--- src/rtl/proc_clock_gen.sv ---
// Derives the imem/dmem/processor/regfile phase clocks from the master clock,
// counts processor cycles and freezes the processor on a clean cycle boundary.
module proc_clock_gen #(
    parameter int DIV   = 4,
    parameter int PH_W  = 2,
    parameter int CNT_W = 32
) (
    input  logic             clock,
    input  logic             ctrl_reset,
    input  logic             halt_req,
    output logic             imem_clock,
    output logic             dmem_clock,
    output logic             processor_clock,
    output logic             regfile_clock,
    output logic             proc_tick,
    output logic [PH_W-1:0]  phase,
    output logic [CNT_W-1:0] cycle_count,
    output logic             halted
);

    typedef enum logic [1:0] {
        RST   = 2'd0,
        RUN   = 2'd1,
        DRAIN = 2'd2,
        HALT  = 2'd3
    } state_t;

    localparam logic [PH_W-1:0]  PH_ZERO = {PH_W{1'b0}};
    localparam logic [PH_W-1:0]  PH_ONE  = {{(PH_W-1){1'b0}}, 1'b1};
    localparam logic [PH_W-1:0]  PH_LAST = PH_W'(DIV - 1);
    localparam logic [PH_W-1:0]  PH_HALF = PH_W'(DIV / 2);
    localparam logic [CNT_W-1:0] CNT_ONE = {{(CNT_W-1){1'b0}}, 1'b1};

    state_t          state_r;
    state_t          nextState_s;
    logic [PH_W-1:0] stepPhase_s;
    logic [PH_W-1:0] nextPhase_s;
    logic            live_s;
    logic            bump_s;

    // Packs {processor, regfile, imem, dmem, tick} for a given phase value.
    function automatic logic [4:0] decodePhase(input logic [PH_W-1:0] ph);
        logic pc;
        pc = (ph < PH_HALF);
        return {pc, ~pc, ~ph[0], ph[0], (ph == PH_ZERO)};
    endfunction

    // Next-state, next-phase and counter-bump selection.
    always_comb begin
        stepPhase_s = (phase == PH_LAST) ? PH_ZERO : (phase + PH_ONE);
        nextState_s = state_r;
        nextPhase_s = phase;
        live_s      = 1'b0;
        bump_s      = 1'b0;
        case (state_r)
            RST: begin
                nextState_s = RUN;
                nextPhase_s = PH_ZERO;
                live_s      = 1'b1;
                bump_s      = 1'b1;
            end
            RUN: begin
                if (halt_req && (phase == PH_LAST)) begin
                    nextState_s = HALT;
                    nextPhase_s = PH_LAST;
                end else begin
                    nextState_s = halt_req ? DRAIN : RUN;
                    nextPhase_s = stepPhase_s;
                    live_s      = 1'b1;
                    bump_s      = (stepPhase_s == PH_ZERO);
                end
            end
            // A committed halt ignores halt_req until the cycle completes.
            DRAIN: begin
                if (phase == PH_LAST) begin
                    nextState_s = HALT;
                    nextPhase_s = PH_LAST;
                end else begin
                    nextState_s = DRAIN;
                    nextPhase_s = stepPhase_s;
                    live_s      = 1'b1;
                    bump_s      = (stepPhase_s == PH_ZERO);
                end
            end
            HALT: begin
                if (halt_req) begin
                    nextState_s = HALT;
                    nextPhase_s = PH_LAST;
                end else begin
                    nextState_s = RUN;
                    nextPhase_s = PH_ZERO;
                    live_s      = 1'b1;
                    bump_s      = 1'b1;
                end
            end
            default: begin
                nextState_s = RST;
                nextPhase_s = PH_ZERO;
            end
        endcase
    end

    // State register with all outputs registered from the next-phase decode.
    always_ff @(posedge clock) begin
        if (!ctrl_reset) begin
            state_r         <= RST;
            phase           <= PH_ZERO;
            processor_clock <= 1'b0;
            regfile_clock   <= 1'b0;
            imem_clock      <= 1'b0;
            dmem_clock      <= 1'b0;
            proc_tick       <= 1'b0;
            cycle_count     <= {CNT_W{1'b0}};
            halted          <= 1'b0;
        end else begin
            state_r <= nextState_s;
            phase   <= nextPhase_s;
            {processor_clock, regfile_clock, imem_clock, dmem_clock, proc_tick}
                <= live_s ? decodePhase(nextPhase_s) : 5'b00000;
            cycle_count <= bump_s ? (cycle_count + CNT_ONE) : cycle_count;
            halted      <= (nextState_s == HALT);
        end
    end

endmodule

--- config.mk ---
export PLATFORM = sky130hd
export DESIGN_NAME = proc_clock_gen
export DESIGN_NICKNAME = d
export VERILOG_FILES = /design/src/rtl/proc_clock_gen.sv
export SDC_FILE = /design/constraint.sdc
export NUM_CORES = 1
export LEC_CHECK = 0
export CAP_MARGIN = 20
export CORE_ASPECT_RATIO = 0.8
export CORE_MARGIN = 5
export CORE_UTILIZATION = 45
export DETAILED_ROUTE_END_ITERATION = 8
export GPL_TIMING_DRIVEN = 0
export MAX_ROUTING_LAYER = met4
export PLACE_DENSITY = 0.74
export SYNTH_ARGS = -nofsm -noshare
export SYNTH_HDL_FRONTEND = slang
export SYNTH_SLANG_ARGS = --single-unit
export TNS_END_PERCENT = 20
--- constraint.sdc ---
create_clock -name clock -period 1.9 [get_ports clock]
set_input_delay 0.38 -clock clock [delete_from_list [all_inputs] [get_ports clock]]
set_output_delay 0.38 -clock clock [all_outputs]
set_load 0.1 [all_outputs]
==> impl_metrics.toml <==
[status]
outcome = "finished, violations left"
violations = "setup timing"

[min_path]
worstHoldPathCells = 2
whs_endpoint = "cycle_count[29]$_SDFFE_PN0P_"
hp-class = "in -> reg"
hp-start = "ctrl_reset"

[setup_path]
crit_required_ps = 2130
worst_setup_path_start_kind = "register"
slowest_stage = "or3_1"
end_kind = "register"
critPathTopFamily = "compound AO/OA/AOI/OAI gates"
crit_type = "reg -> reg"
r2r_cells = 7
critPathBufInv = 1
rrSetupSlack_ps = -20
worstReg2RegStart = "phase[0]$_SDFF_PN0_"
critPathMaxStageDelay_ps = 390
critPathMaxFanout = 7
cp_data_arrival_time_ps = 2140
path_cells = "ha_4, nand2b_4, a211oi_4, buf_6, o2111ai_4, or3_1, a21oi_1"
r2r-end = "cycle_count[31]$_SDFFE_PN0P_"

[routing]
vias = 1891
post_drt_via_cell_ratio = 5.63
firstDrtPassIters = 4
ant_nets = 0
wl_um = 5140
drc = 0
drt_iter0_drc = 124
avgRoutedWirePerCell_um = 15.3

[floorplanning]
rows = 21
initial_utilization_pct = 47.2
die_y_um = 69.6
die_w_um = 84.5
die-area_sq_um = 5880
ios = 43
core_sq_um = 4230

[power_and_ir_drop]
power_frac_comb_pct = 17.9
power_leakage_nw = 1.00
powerDensity_nw_per_um2 = 692
seqPwrFrac_pct = 48.0
p_sw_uw = 599
switching_share_pct = 31.4
irDropWorstVdd_uv = 363
clkPwrFrac_pct = 34.1
p_int_mw = 1.31

[yosys]
ys_seq_elements = 42
syn-cell-area_sq_um = 2000
syn_nets = 228
ys_warn_count = 0
synth_cell_types = 42
yosysSeqAreaShare_pct = 42.1
async_reset_ff_share_pct = 0
avgSynthCellArea_sq_um = 9.07
synth_edf_count = 0
syn-instance-count = 220
synth_ff_type = "dfxtp_1"

[global_route]
grt.total_usage_pct = 18.0
grt_max_degree = 14
grt_pass1_vias = 1693
grt_pass1_wl_um = 8290
grt.overflow.total = 0
antenna_found_initial = 0

[sta]
timing.fmax_mhz = 521
skew_ps = 5.68
maxSlewHeadroom_pct = 36.1
timing.final.crit_share_pct = 101
tightest_slew_ps = 962
setup_slack_ps = -17.6
maxSlewViolCount = 0
finalCriticalPeriod_ps = 1920
fin_hold_ws_ps = 486
rsz0062_at_grt = "yes"
setup_viol = 1
hold_viol = 0

[clocking]
cts_tree = "done"
clock-sinks = 42
htree_levels = 2
postCtsHoldBufs = 0
clk_latency_ps = 300
cts_made_buffers = 5
cts_buffer_depth = 2
clkTransAtPathRegs_ps = 80
root_buffer = "clkbuf_8"

[finish]
multi_input_area_sq_um = 1160
fillCellCount = 360
final_cells = 336
num-nets-final = 286
most-common-layout-cells = "o21ai_0, a21oi_1, nor2_1"
area_growth_syn_to_layout_pct = 38.0
num_antenna_cells = 0
layout-drive-gt1-share_pct = 33.3
postLayoutCellArea_sq_um = 2750
regArea_sq_um = 911

[placement]
post_dp_cell_area_sq_um = 2580
dpl.hpwl_um = 3510
gp_congestion = 0.762
port_buffers = 41
dp.cells = 318

[run]
maxCapViolCount = 0
stage by stage:
step / TNS (ps) / worst slack [ps] / power, mW / utilization (%)
2_1_floorplan: -1080 / -124 / 1.20 / -
3_3_place_gp: -9370 / -557 / 1.28 / 61.0
3_5_place_dp: -10040 / -567 / 1.28 / 61.0
4_1_cts: -1100 / -201 / 1.91 / 64.1
5_1_grt: -430 / -96.2 / 1.99 / 65.1
6_report: -17.6 / -17.6 / 1.91 / 65.1
worst max-delay path by stage:
stage,to,slack [ps],startpoint,depth (start not counted)
2_1_floorplan,cycle_count[25]$_SDFFE_PN0P_,-120,phase[0]$_SDFF_PN0_,6
3_5_place_dp,cycle_count[25]$_SDFFE_PN0P_,-570,halt_req,5
5_1_grt,cycle_count[31]$_SDFFE_PN0P_,-100,phase[0]$_SDFF_PN0_,7
3_3_place_gp,cycle_count[25]$_SDFFE_PN0P_,-560,halt_req,5
4_1_cts,cycle_count[31]$_SDFFE_PN0P_,-200,phase[0]$_SDFF_PN0_,6
6_report,cycle_count[31]$_SDFFE_PN0P_,-20,phase[0]$_SDFF_PN0_,7
cell usage after synthesis (2+ instances only):
library cell	number	area, sq um
dfxtp_1	42	841
a21oi_1	18	90.1
nor2_1	18	67.6
o21ai_0	18	90.1
nand2_1	12	45.0
xor2_1	12	105
or3_1	11	68.8
nand4_1	7	43.8
o2111ai_1	7	61.3
and3_1	6	37.5
and2_1	5	31.3
ha_1	5	62.6
inv_1	5	18.8
nand3_1	5	25.0
or4_1	5	37.5
a22o_1	4	35.0
clkbuf_1	3	11.3
nor2b_1	3	18.8
o211ai_1	3	22.5
o31ai_1	3	22.5
buf_1	2	7.51
nor3_1	2	10.0
nor4_1	2	12.5
o211ai_2	2	25.0
o21a_1	2	15.0
xnor2_1	2	17.5
area by class of cell:
cell class	instances	area share, %
clock buffers	6	3.41
well taps	57	2.59
clock inverters	2	0.363
plain buffers	8	1.95
multi-input cells	165	42.1
inverters	5	0.682
repair buffers	51	15.8
flip-flops and latches	42	33.1
flip-flops by register name, indices dropped and copies added, names as in the netlist:
signal and count:
processor_clock 1, state_r 2, cycle_count 32, phase 2
imem_clock 1, dmem_clock 1, regfile_clock 1, halted 1
proc_tick 1
power groups by stage:
stage / Clock [mW] / Combinational [mW] / Sequential, mW
after floorplan: 0 / 0.102 / 1.10
after global placement: 0 / 0.341 / 0.935
after detailed placement: 0 / 0.344 / 0.935
after CTS: 0.666 / 0.334 / 0.914
after global routing: 0.712 / 0.360 / 0.919
final: 0.650 / 0.341 / 0.915
repair_timing:
item                       4_1_cts  5_1_grt
buffers inserted                 0       10
pin swaps                        6        7
setup endpoints to repair       59       39
gates resized for setup         92       21
logic make-up after synthesis:
kind of cell | Yosys count | share of synthesized area, %
DFF | 42 | 42.1
xor gates and xnor gates | 14 | 6.14
adders and majority gates | 5 | 3.13
buffers and inverters | 13 | 3.07
AOI/OAI and AO/OA | 62 | 21.1
and+or+nand+nor | 84 | 24.4
layer usage:
metal / wire (um) / track usage [%] / up-vias
li1: - / - / 931
met1: 2490 / 24.0 / 903
met2: 2330 / 26.4 / 48
met3: 252 / 5.11 / 9
met4: 65 / 5.27 / 0
met5: 0 / - / -
Note: power is estimated with default switching activity, not from simulation.
